## config.mk

```make
export PLATFORM = sky130hd
export DESIGN_NAME = uart_tx_fifo_flat
export DESIGN_NICKNAME = d
export VERILOG_FILES = /design/src/rtl/uart_tx_fifo_if.sv /design/src/rtl/uart_tx_fifo.sv /design/src/flat_wrapper.sv
export SDC_FILE = /design/constraint.sdc
export NUM_CORES = 1
export LEC_CHECK = 0
export ABC_AREA = 0
export CAP_MARGIN = 20
export CORE_MARGIN = 5
export CORE_UTILIZATION = 26
export CTS_BUF_LIST = sky130_fd_sc_hd__clkbuf_8 sky130_fd_sc_hd__clkbuf_16
export DETAILED_ROUTE_END_ITERATION = 10
export DONT_BUFFER_PORTS = 1
export PLACE_DENSITY_LB_ADDON = 0.2
export SYNTH_ARGS = -nofsm -noshare
export SYNTH_HDL_FRONTEND = slang
export SYNTH_SLANG_ARGS = --single-unit
```

## constraint.sdc

```tcl
create_clock -name clk -period 3.66 [get_ports clk]
set_input_delay 0.732 -clock clk [delete_from_list [all_inputs] [get_ports clk]]
set_output_delay 0.732 -clock clk [all_outputs]
set_load 0.03 [all_outputs]
```

## src/rtl/uart_tx_fifo_if.sv

```systemverilog
// +----------------------------------------------------------------------------+
// | uart_tx_fifo_if : bus-side handshake, line configuration and status of the |
// | buffered UART transmitter.                   Revision 1.0                  |
// +----------------------------------------------------------------------------+
`default_nettype none
`timescale 1ns/1ps

interface uart_tx_fifo_if #(
  parameter int DATA_WIDTH = 8,
  parameter int FIFO_DEPTH = 4,
  parameter int DIV_WIDTH  = 16
);
  localparam int c_LW = $clog2(FIFO_DEPTH) + 1;

  logic [DATA_WIDTH-1:0] p_data;
  logic                  data_valid;
  logic                  data_ready;
  logic                  par_en;
  logic                  par_typ;
  logic                  stop2;
  logic [DIV_WIDTH-1:0]  baud_div;
  logic                  tx_out;
  logic                  busy;
  logic [c_LW-1:0]       fifo_level;

  modport master (
    output p_data, data_valid, par_en, par_typ, stop2, baud_div,
    input  data_ready, tx_out, busy, fifo_level
  );

  modport slave (
    input  p_data, data_valid, par_en, par_typ, stop2, baud_div,
    output data_ready, tx_out, busy, fifo_level
  );
endinterface

`default_nettype wire

```

## src/rtl/uart_tx_fifo.sv

```systemverilog
// +----------------------------------------------------------------------------+
// | uart_tx_fifo : FIFO-buffered UART transmitter with runtime parity, stop    |
// | bits and baud prescaler.                     Revision 1.0                  |
// +----------------------------------------------------------------------------+
`default_nettype none
`timescale 1ns/1ps

module uart_tx_fifo #(
  parameter int DATA_WIDTH = 8,
  parameter int FIFO_DEPTH = 4,
  parameter int DIV_WIDTH  = 16
) (
  input  logic          clk,
  input  logic          rst,
  uart_tx_fifo_if.slave bus
);
  localparam int c_AW = $clog2(FIFO_DEPTH);
  localparam int c_LW = c_AW + 1;
  localparam int c_BW = (DATA_WIDTH > 1) ? $clog2(DATA_WIDTH) : 1;
  localparam logic [c_LW-1:0] c_FULL = c_LW'(FIFO_DEPTH);
  localparam logic [c_BW-1:0] c_LAST = c_BW'(DATA_WIDTH - 1);

  typedef enum logic [2:0] {
    S_IDLE   = 3'd0,
    S_START  = 3'd1,
    S_DATA   = 3'd2,
    S_PARITY = 3'd3,
    S_STOP   = 3'd4
  } state_t;

  logic [DATA_WIDTH-1:0] r_mem [FIFO_DEPTH];
  logic [c_AW-1:0]       r_wr;
  logic [c_AW-1:0]       r_rd;
  logic [c_LW-1:0]       r_level;

  state_t                r_state;
  logic [DIV_WIDTH-1:0]  r_cnt;
  logic [DIV_WIDTH-1:0]  r_div;
  logic [c_BW-1:0]       r_bit;
  logic [DATA_WIDTH-1:0] r_data;
  logic                  r_par_en;
  logic                  r_par_typ;
  logic                  r_stop2;
  logic                  r_stop_second;
  logic                  r_tx;

  logic w_full;
  logic w_empty;
  logic w_push;
  logic w_tick;
  logic w_frame_end;
  logic w_pop;

  assign w_full      = (r_level == c_FULL);
  assign w_empty     = (r_level == '0);
  assign w_push      = bus.data_valid & ~w_full;
  assign w_tick      = (r_cnt == '0);
  assign w_frame_end = (r_state == S_STOP) && w_tick && (!r_stop2 || r_stop_second);
  // The head is taken either from idle or straight out of the last stop bit.
  assign w_pop       = !w_empty && ((r_state == S_IDLE) || w_frame_end);

  always_ff @(posedge clk) begin
    if (w_push) begin
      r_mem[r_wr] <= bus.p_data;
    end
  end

  always_ff @(posedge clk or posedge rst) begin
    if (rst) begin
      r_wr    <= '0;
      r_rd    <= '0;
      r_level <= '0;
    end else begin
      if (w_push) r_wr <= r_wr + c_AW'(1);
      if (w_pop)  r_rd <= r_rd + c_AW'(1);
      case ({w_push, w_pop})
        2'b10:   r_level <= r_level + c_LW'(1);
        2'b01:   r_level <= r_level - c_LW'(1);
        default: r_level <= r_level;
      endcase
    end
  end

  always_ff @(posedge clk or posedge rst) begin
    if (rst) begin
      r_state       <= S_IDLE;
      r_cnt         <= '0;
      r_div         <= '0;
      r_bit         <= '0;
      r_data        <= '0;
      r_par_en      <= 1'b0;
      r_par_typ     <= 1'b0;
      r_stop2       <= 1'b0;
      r_stop_second <= 1'b0;
      r_tx          <= 1'b1;
    end else begin
      // Line level follows the state one cycle later, keeping the pin glitch-free.
      case (r_state)
        S_START:  r_tx <= 1'b0;
        S_DATA:   r_tx <= r_data[r_bit];
        S_PARITY: r_tx <= (^r_data) ^ r_par_typ;
        default:  r_tx <= 1'b1;
      endcase

      if (w_pop) begin
        r_data        <= r_mem[r_rd];
        r_par_en      <= bus.par_en;
        r_par_typ     <= bus.par_typ;
        r_stop2       <= bus.stop2;
        r_div         <= bus.baud_div;
        r_cnt         <= bus.baud_div;
        r_stop_second <= 1'b0;
        r_state       <= S_START;
      end else if (r_state != S_IDLE) begin
        if (!w_tick) begin
          r_cnt <= r_cnt - DIV_WIDTH'(1);
        end else begin
          r_cnt <= r_div;
          case (r_state)
            S_START: begin
              r_bit   <= '0;
              r_state <= S_DATA;
            end
            S_DATA: begin
              if (r_bit == c_LAST) begin
                r_stop_second <= 1'b0;
                r_state       <= r_par_en ? S_PARITY : S_STOP;
              end else begin
                r_bit <= r_bit + c_BW'(1);
              end
            end
            S_PARITY: begin
              r_stop_second <= 1'b0;
              r_state       <= S_STOP;
            end
            S_STOP: begin
              if (r_stop2 && !r_stop_second) begin
                r_stop_second <= 1'b1;
              end else begin
                r_state <= S_IDLE;
              end
            end
            default: r_state <= S_IDLE;
          endcase
        end
      end
    end
  end

  assign bus.tx_out     = r_tx;
  assign bus.busy       = (r_state != S_IDLE) || !w_empty;
  assign bus.data_ready = ~w_full;
  assign bus.fifo_level = r_level;

endmodule

`default_nettype wire

```

## src/flat_wrapper.sv

```systemverilog
// flat-port wrapper written by rule: the top's interface ports become plain ports
module uart_tx_fifo_flat 
#(
  parameter int DATA_WIDTH = 8,
  parameter int FIFO_DEPTH = 4,
  parameter int DIV_WIDTH  = 16
)
  (clk, rst, bus_p_data, bus_data_valid, bus_par_en, bus_par_typ, bus_stop2, bus_baud_div, bus_data_ready, bus_tx_out, bus_busy, bus_fifo_level);
  uart_tx_fifo_if #(.DATA_WIDTH(DATA_WIDTH), .FIFO_DEPTH(FIFO_DEPTH), .DIV_WIDTH(DIV_WIDTH)) bus_i ();
  input  logic clk;
  input  logic rst;
  input wire logic [$bits(bus_i.p_data)-1:0] bus_p_data;
  input wire logic [$bits(bus_i.data_valid)-1:0] bus_data_valid;
  input wire logic [$bits(bus_i.par_en)-1:0] bus_par_en;
  input wire logic [$bits(bus_i.par_typ)-1:0] bus_par_typ;
  input wire logic [$bits(bus_i.stop2)-1:0] bus_stop2;
  input wire logic [$bits(bus_i.baud_div)-1:0] bus_baud_div;
  output wire logic [$bits(bus_i.data_ready)-1:0] bus_data_ready;
  output wire logic [$bits(bus_i.tx_out)-1:0] bus_tx_out;
  output wire logic [$bits(bus_i.busy)-1:0] bus_busy;
  output wire logic [$bits(bus_i.fifo_level)-1:0] bus_fifo_level;
  assign bus_i.p_data = bus_p_data;
  assign bus_i.data_valid = bus_data_valid;
  assign bus_i.par_en = bus_par_en;
  assign bus_i.par_typ = bus_par_typ;
  assign bus_i.stop2 = bus_stop2;
  assign bus_i.baud_div = bus_baud_div;
  assign bus_data_ready = bus_i.data_ready;
  assign bus_tx_out = bus_i.tx_out;
  assign bus_busy = bus_i.busy;
  assign bus_fifo_level = bus_i.fifo_level;
  uart_tx_fifo #(.DATA_WIDTH(DATA_WIDTH), .FIFO_DEPTH(FIFO_DEPTH), .DIV_WIDTH(DIV_WIDTH)) u_core (.clk(clk), .rst(rst), .bus(bus_i));
endmodule
```

==> impl_metrics.ini, run 1 <==
[yosys]
synth-main-ff-cell = dfrtp_1
ys_seq_area_share_pct = 56.3
synth_edf_count = 32
synthDistinctLibCells = 55
netlist.top_cell.by_area = dfrtp_1
yosys_warnings = 0
syn_inst = 398
syn_nets = 437
synthesis.area_um2 = 4290
syn_avg_cell_area_um2 = 10.8
asyncSetResetFlopFracSynth_pct = 64.4
synth_area_leaders = dfrtp_1 33%, edfxtp_1 22%, nand2_1 8.7%
synth_top_area_share_pct = 33.3
synth-seq-cells = 90

[cells_and_area]
multi_input_area_um2 = 1740
final_net_count = 436
mostFrequentLayoutCells = 99 x nand2_1, 57 x dfrtp_1, 32 x edfxtp_1
final_common_cell = nand2_1
seqCellArea_um2 = 2410
fillers = 1687
diodes = 0
drive_above_1_share_pct = 10.9
syn_to_final_growth_pct = 12.8

[floorplan]
num_rows = 47
io_pins = 36
fp.dieH_um = 138
die_w_um = 138
start_util_pct = 26.1
core_um2 = 16400
die-area_um2 = 19200

[routing]
finalWirelength_um = 9420
drt-met1-wl_um = 4740
wl_met3_um = 348
drtIter0Drc = 265
first_pass_iters = 4
routed.top_layer = met4
routedWlPerCell_um = 15.1
routed-wl-met2_um = 4190
drc = 0
via_per_inst = 4.64
vias = 2884
drtAntennaViolNets = 0

[global_routing]
grt_max_degree = 49
antenna_found_initial = 0
grt_pass1_wl_um = 15900
grtUsageTotal_pct = 10.3
grt_overflow = 0
grt_pass1_vias = 2900

[timing]
post-route-min-period_ns = 3.02
post-route-period-util_pct = 82.6
slew_headroom_pct = 60.5
final-max-slew-violation-count = 0
finClkSkew_ns = 0.00716
finalHoldViolCount = 0
worst_slack_ns = 0.638
setup_violations = 0
fin_tns_setup_ns = 0
whs_ns = 0.265
rsz0062_at_grt = no
worstMarginPinSlew_ns = 0.593
fmax_ghz = 0.331

[clock_tree]
numCtsBuffers = 9
cts_tree = built
ctsResizeCount = 0
ctsRootBufferMaster = clkbuf_16
cts_buffer_depth = 2
htree_levels = 3
clock_latency_ns = 0.35
post_cts_buffers = 0
cts.sinks = 90
hold_buffers = 0
clk_pin_slew_ns = 0.07

[power]
swShare_pct = 34.6
intPower_mw = 2.39
comb_power_share_pct = 25.9
ir_worst_vdd_mv = 0.277
seqPwrFrac_pct = 49.2
p_switching_mw = 1.27
p_leak_nw = 1.93
finalPower_mw = 3.66
p_clk_share_pct = 24.9
pwr_density_cell_nw_per_um2 = 756

[setup_path]
slowest_delay_ns = 0.58
cp_max_fo = 7
critPathLaunchType = flip-flop
critPathArrivalTime_ns = 3.26
crit_path_end_kind = flip-flop
worstSetupPathType = flip-flop to flip-flop
r2r_cells = 8
crit_chain = or4_4, or3_1, o31ai_4, nand2_2, inv_2, ha_1, fa_1, mux2_2
cpMaxStageDelayCell = or4_4
crit_required_ns = 3.90

[placement]
dp_slack_ns = 0.658
dp_hpwl_um = 6470
io_buffer_count = 0
routabilityCongestion = 0.770

[job]
timing.max_cap.violations = 0

[hold_path]
hp-class = input pin to asynchronous set/reset pin

[run_status]
status = complete, no violations
==> power by group through the flow <==
stage / sequential [mW] / clock, mW / combinational, mW
6_report: 1.80 / 0.912 / 0.946
5_1_grt: 1.87 / 0.983 / 1.08
4_1_cts: 1.81 / 0.937 / 0.964
3_5_place_dp: 1.83 / 0 / 0.958
3_3_place_gp: 1.82 / 0 / 0.942
2_1_floorplan: 1.66 / 0 / 0.873
==> routing by layer <==
layer  up-vias  GRT usage [%]
met5         -              0
met4         0           4.52
met3        13           2.28
met2        44           14.8
met1      1418           14.9
li1       1409              -
==> path summary, 6_finish.rpt <==
kind	from	end	slack (ns)
setup / recovery	u_core.r_cnt[9]	u_core.bus.fifo_level[1]	0.64
hold / removal	rst	u_core.r_div[6]	0.26
setup reg to reg	u_core.r_cnt[9]	u_core.bus.fifo_level[1]	0.64
hold reg to reg	u_core.r_div[2]	u_core.r_div[2]	0.48
max in group asynchronous	rst	u_core.bus.tx_out	2.81
min in group clk	bus_p_data[2]	u_core.r_mem[2][2]	0.47
==> state kept, by name (all words and copies together) (netlist names), 2 cells and up <==
| register | flops |
|---|---|
| u_core.r_state | 3 |
| u_core.r_rd | 2 |
| u_core.r_bit | 3 |
| u_core.bus.fifo_level | 3 |
| u_core.r_data | 8 |
| u_core.r_mem | 32 |
| u_core.r_wr | 2 |
| u_core.r_div | 16 |
| u_core.r_cnt | 16 |
==> cell families after synthesis <==
group,after synthesis,share of synthesized area [%]
AOI/OAI and AO/OA,67,10.5
adders and majority gates,9,2.80
buffers and inverters,32,3.12
and+or+nand+nor,169,17.6
muxes,13,6.01
xor gates and xnor gates,18,3.68
DFF,90,56.3
==> synthesized netlist by cell type, types with 6 or more instances <==
cell type and number:
nand2_1 99, dfrtp_1 57, edfxtp_1 32, nor2_1 22
o21ai_0 20, xnor2_1 14, clkbuf_1 12, inv_1 11
mux4_2 10, a31oi_1 8, ha_1 8, nand3_1 8
a21oi_1 7, and3_1 7, nor3_1 6, o211ai_1 6
==> metrics by stage <==
stage	cells	utilization (%)	cell area [um2]
final	622	29.5	4840
after global routing	622	29.5	4840
after CTS	621	29.4	4820
after detailed placement	605	27.6	4530
after global placement	605	27.6	4530
after floorplan	398	-	4290
==> worst max-delay path, delay by kind of cell, from the launching register on <==
family	cells	cell delay, ns
and+or+nand+nor	3	1.14
adders and majority gates	2	0.62
DFF	1	0.45
AOI/OAI and AO/OA	1	0.36
muxes	1	0.26
buffers and inverters	1	0.08
==> layout make-up <==
class                      instances  share of cell area, %
multi-input combinational        276                   36.0
timing repair buffer               8                   1.50
tap                              220                   5.69
inverter                          12                  0.931
clock inverter                     7                   1.34
clock buffer                       9                   4.65
sequential                        90                   49.9
Power figures use the tool's default switching activity.
==> inputs of run 2 (changes only) <==
--- a/config.mk
+++ b/config.mk
@@ -5,7 +5,7 @@
 export SDC_FILE = /design/constraint.sdc
 export NUM_CORES = 1
 export LEC_CHECK = 0
-export ABC_AREA = 0
+export ABC_AREA = 1
 export CAP_MARGIN = 20
 export CORE_MARGIN = 5
 export CORE_UTILIZATION = 26
==> constraint.sdc (replaced) <==
create_clock -name clk -period 2.65 [get_ports clk]
set_input_delay 0.53 -clock clk [delete_from_list [all_inputs] [get_ports clk]]
set_output_delay 0.53 -clock clk [all_outputs]
set_load 0.03 [all_outputs]
==> impl_metrics.ini, run 2 <==
[yosys]
synth_most_common_cell = nand2_1
syn_inst = 558
synth_top_area_share_pct = 30.5
synth_area_leaders = dfrtp_1 31%, edfxtp_1 21%, nand2_1 14%
synth-main-ff-cell = dfrtp_1
synthDistinctLibCells = 35
synthesis.area_um2 = 4670
asyncSetResetFlopFracSynth_pct = 64.4
yosys_warnings = 0
synth-seq-cells = 90
synthTopCellsByCount = 176 x nand2_1, 60 x nor2_1, 57 x dfrtp_1, 57 x inv_1, 43 x o21ai_0
ys_seq_area_share_pct = 51.6
netlist.top_cell.by_area = dfrtp_1
synth_edf_count = 32
syn_nets = 597
syn_avg_cell_area_um2 = 8.37

[routing]
drc = 0
finalWirelength_um = 10100
drtAntennaViolNets = 0
vias = 3430
first_pass_iters = 4
routedWlPerCell_um = 12.7
via_per_inst = 4.29
drtIter0Drc = 128

[global_routing]
grt_pass1_wl_um = 17600
grt_pass1_vias = 3627
antenna_found_initial = 0
grt_max_degree = 43
grtUsageTotal_pct = 10.8
grt_overflow = 0

[clock_tree]
ctsRootBufferMaster = clkbuf_16
hold_buffers = 0
htree_levels = 3
clock_latency_ns = 0.35
numCtsBuffers = 9
cts_buffer_depth = 2
ctsResizeCount = 0
cts_tree = built
clk_pin_slew_ns = 0.07
post_cts_buffers = 0
cts.sinks = 90

[setup_path]
cp_max_fo = 6
worstSetupPathType = flip-flop to flip-flop
critPathArrivalTime_ns = 2.49
crit_path_end_kind = flip-flop
critPathLaunchType = flip-flop
crit_required_ns = 2.88

[cells_and_area]
diodes = 0
drive_above_1_share_pct = 11.2
fillers = 1899
syn_to_final_growth_pct = 12.6
final_net_count = 605
multi_input_area_um2 = 1910
regMostFlops = u_core.r_mem
seqCellArea_um2 = 2410
final_common_cell = nand2_1
fin_cells = 800
fin_util_pct = 29.5
mostFrequentLayoutCells = 176 x nand2_1, 60 x nor2_1, 57 x dfrtp_1
largestRegisters = u_core.r_mem: 32 flops, u_core.r_cnt: 16 flops, u_core.r_div: 16 flops
largest_reg_flops = 32

[power]
finalPower_mw = 6.52
ir_worst_vdd_mv = 0.409
p_switching_mw = 2.84
intPower_mw = 3.69
p_leak_nw = 2.42
pwr_density_cell_nw_per_um2 = 1240
p_clk_share_pct = 19.4
seqPwrFrac_pct = 36.4
swShare_pct = 43.5
comb_power_share_pct = 44.3

[placement]
dp_hpwl_um = 7120
routabilityCongestion = 0.795
io_buffer_count = 0
post-place-cells = 784

[timing]
finClkSkew_ns = 0.00702
finalHoldViolCount = 0
worstMarginPinSlew_ns = 0.532
rsz0062_at_grt = no
fmax_ghz = 0.444
setup_violations = 0
fin_tns_setup_ns = 0
post-route-period-util_pct = 85.1
slew_headroom_pct = 64.5
final-max-slew-violation-count = 0
post-route-min-period_ns = 2.25

[floorplan]
num_rows = 49
die-area_um2 = 20800
start_util_pct = 26.2
io_pins = 36
core_um2 = 17800
die_w_um = 144
fp.dieH_um = 144

[run_status]
status = complete, no violations

[job]
timing.max_cap.violations = 0

[hold_path]
hp-class = input pin to asynchronous set/reset pin
-- run 2: cell count changes after synthesis, sizes merged, moves of 7 or more --
cell    delta
a31oi      -8
nor2      +47
xnor2      -8
nand3     +25
mux4      -10
o21ai     +25
nand2     +90
clkbuf     -8
and3       -7
inv       +47
-- run 2: worst max-delay path, cell delays in order (launching register included) --
cell,delay [ns]
dfrtp_1,0.36
inv_1,0.07
ha_1,0.23
nand2_2,0.16
nor2_4,0.06
nand2_4,0.08
nand2_4,0.07
nand2_4,0.08
inv_6,0.03
ha_1,0.22
fa_1,0.39
a21oi_1,0.15
o21ai_0,0.12
xnor2_1,0.14
-- run 2: stage by stage --
| stage | hold WS [ns] | setup WS, ns | area [um2] |
|---|---|---|---|
| 5_1_grt | 0.135 | 0.267 | 5260 |
| 2_1_floorplan | 0.434 | 0.314 | 4670 |
| 3_3_place_gp | 0.451 | 0.423 | 4960 |
| 3_5_place_dp | 0.452 | 0.407 | 4960 |
| 6_report | 0.102 | 0.396 | 5260 |
| 4_1_cts | 0.110 | 0.396 | 5260 |
-- run 2: logic make-up after synthesis --
family | after synthesis | synth area share, %
mux | 1 | 0.241
fa+ha+maj | 9 | 2.57
xor+xnor | 13 | 2.44
simple gates | 301 | 27.8
compound gates | 66 | 7.82
flops | 90 | 51.6
buf+inv | 78 | 7.50
-- run 2: worst paths after layout --
path,slack [ns],from,endpoint,cells after the start
min,0.10,rst,u_core.bus.fifo_level[1],1
max in group asynchronous,1.90,rst,u_core.bus.tx_out,2
min reg2reg,0.47,u_core.r_div[15],u_core.r_div[15],2
min in group clk,0.27,bus_p_data[4],u_core.r_mem[2][4],0
max reg2reg,0.40,u_core.r_cnt[0],u_core.bus.fifo_level[2],13
max,0.40,u_core.r_cnt[0],u_core.bus.fifo_level[2],13
-- run 2: power by group through the flow --
stage	combinational [mW]	clock [mW]	sequential (mW)
floorplan	2.37	0	2.34
finish	2.89	1.26	2.37
detailed placement	2.96	0	2.40
CTS	2.97	1.32	2.38
global placement	2.92	0	2.39
global route	3.41	1.38	2.45
-- run 2: area by class of cell --
| class | count | share of cell area (%) |
|---|---|---|
| Inverter | 60 | 4.38 |
| Clock inverter | 7 | 1.36 |
| Clock buffer | 9 | 4.28 |
| Tap cell | 229 | 5.45 |
| Multi-Input combinational cell | 390 | 36.3 |
| Timing Repair Buffer | 15 | 2.38 |
| Sequential cell | 90 | 45.9 |
-- run 2: routing by layer --
metal  vias up  GRT usage (%)  share of wire, %
met5         -              0                 0
met4         0           2.38              0.81
met3         6           3.97               5.0
met2        38           19.2                50
met1      1593           12.5                44
li1       1793              -                 -
==> inputs of run 3 (changes only) <==
--- a/config.mk
+++ b/config.mk
@@ -5,9 +5,8 @@
 export SDC_FILE = /design/constraint.sdc
 export NUM_CORES = 1
 export LEC_CHECK = 0
-export ABC_AREA = 1
 export CAP_MARGIN = 20
-export CORE_MARGIN = 5
+export CORE_MARGIN = 1
 export CORE_UTILIZATION = 26
 export CTS_BUF_LIST = sky130_fd_sc_hd__clkbuf_8 sky130_fd_sc_hd__clkbuf_16
 export DETAILED_ROUTE_END_ITERATION = 10
==> impl_metrics.ini, run 3 (synthesis gave the netlist of run 1 again) <==
[cells_and_area]
syn_to_final_growth_pct = 16.7
diodes = 0
fin_util_pct = 31.3
final_net_count = 455
fillers = 1679
multi_input_area_um2 = 1770
seqCellArea_um2 = 2410
postLayoutCellArea_um2 = 5010
mostFrequentLayoutCells = 99 x nand2_1, 57 x dfrtp_1, 32 x edfxtp_1
largestRegisters = u_core.r_mem: 32 flops, u_core.r_cnt: 16 flops, u_core.r_div: 16 flops
regMostFlops = u_core.r_mem
largest_reg_flops = 32
final_common_cell = nand2_1
drive_above_1_share_pct = 15.9

[floorplan]
start_util_pct = 26.8
core_um2 = 16000
num_rows = 46
fp.dieH_um = 130
die_w_um = 130
io_pins = 36
die-area_um2 = 17000

[routing]
vias = 2948
first_pass_iters = 4
drtAntennaViolNets = 0
via_per_inst = 4.63
finalWirelength_um = 10000
drc = 0
routedWlPerCell_um = 15.8
drtIter0Drc = 206

[setup_path]
cp_max_fo = 2
r2r_cells = 8
crit_path_end_kind = flip-flop
critPathArrivalTime_ns = 2.86
critPathLaunchType = flip-flop
worstSetupPathType = flip-flop to flip-flop
crit_required_ns = 2.88

[clock_tree]
htree_levels = 3
hold_buffers = 0
ctsRootBufferMaster = clkbuf_16
post_cts_buffers = 0
numCtsBuffers = 9
cts_buffer_depth = 2
clk_pin_slew_ns = 0.07
cts_tree = built
cts.sinks = 90
clock_latency_ns = 0.35

[job]
timing.max_cap.violations = 0

[timing]
fmax_ghz = 0.381
finalHoldViolCount = 0
finClkSkew_ns = 0.0128
post-route-period-util_pct = 99.1
slew_headroom_pct = 57.8
worstMarginPinSlew_ns = 0.632
rsz0062_at_grt = yes
setup_violations = 0
final-max-slew-violation-count = 0
post-route-min-period_ns = 2.63

[global_routing]
antenna_found_initial = 0
grt_pass1_wl_um = 16500
grt_max_degree = 43
grt_pass1_vias = 3002
grtUsageTotal_pct = 13.0
grt_overflow = 0

[run_status]
status = complete, no violations

[placement]
dp_hpwl_um = 6880
postPlaceCellArea_um2 = 4710
routabilityCongestion = 0.732
io_buffer_count = 0

[power]
finalPower_mw = 5.15
p_leak_nw = 2.02
pwr_density_cell_nw_per_um2 = 1030
ir_worst_vdd_mv = 0.483

[hold_path]
hp-class = input pin to asynchronous set/reset pin
[run 3: cell types whose count changed in the layout (fill, tap and decap cells not counted), moves of 10 or more]
| cell | delta |
|---|---|
| inv_1 | -45 |
| nand3_1 | -24 |
| buf_4 | +11 |
| o21ai_0 | -24 |
| mux4_2 | +10 |
| nor2_1 | -38 |
| nand2_1 | -77 |
| nand2_2 | -10 |
[run 3: cell type report]
type                       instances  area share [%]
multi-input combinational        276            35.4
clock buffer                       9            4.50
inverter                          12           0.950
sequential                        90            48.2
clock inverter                     7            1.12
tap                              216            5.40
timing repair buffer              27            4.37
[run 3: per-stage QoR]
stage	setup TNS [ns]	hold slack [ns]	setup slack [ns]	std cells
2_1_floorplan	-0.340	0.437	-0.255	398
3_3_place_gp	0	0.460	0.0197	621
3_5_place_dp	0	0.464	0.00367	621
4_1_cts	0	0.148	0.0166	637
5_1_grt	-0.0829	0.185	-0.0712	637
6_report	0	0.130	0.0248	637
[run 3: where the power goes]
group	switching [mW]	leakage [nW]	internal, mW
Sequential	0.448	0.991	1.95
Combinational	0.748	0.895	0.777
Clock	0.585	0.135	0.644
Total	1.78	2.02	3.37
[run 3: repair_timing]
action,CTS,global route
cloned,0,0
hold endpoints to repair,0,0
endpoints found under the setup margin,3,9
resized for setup,1,4
[run 3: critical path, stage by stage (launching register included)]
cell and delay [ns]:
dfrtp_1 0.38, or4_4 0.55, or3_4 0.37, o31ai_4 0.21, nand2_2 0.11, inv_4 0.09, ha_4 0.14, fa_1 0.40
mux2_2 0.27
[run 3: path summary, 6_finish.rpt]
| check | to | slack, ns | startpoint |
|---|---|---|---|
| setup / recovery | u_core.bus.fifo_level[1] | 0.02 | u_core.r_cnt[12] |
| hold / removal | u_core.r_div[5] | 0.13 | rst |
| setup reg to reg | u_core.bus.fifo_level[1] | 0.02 | u_core.r_cnt[12] |
| hold reg to reg | u_core.r_div[12] | 0.48 | u_core.r_div[12] |
| max in group asynchronous | u_core.bus.tx_out | 1.84 | rst |
| min in group clk | u_core.r_mem[3][2] | 0.27 | bus_p_data[2] |
[run 3: metal layers]
metal | track usage [%] | wire length [um] | part of all wire (%)
met2 | 18.8 | 4510 | 45
met4 | 5.48 | 136 | 1.4
met5 | 0 | 0 | 0
met1 | 18.3 | 4970 | 49
met3 | 3.38 | 436 | 4.3
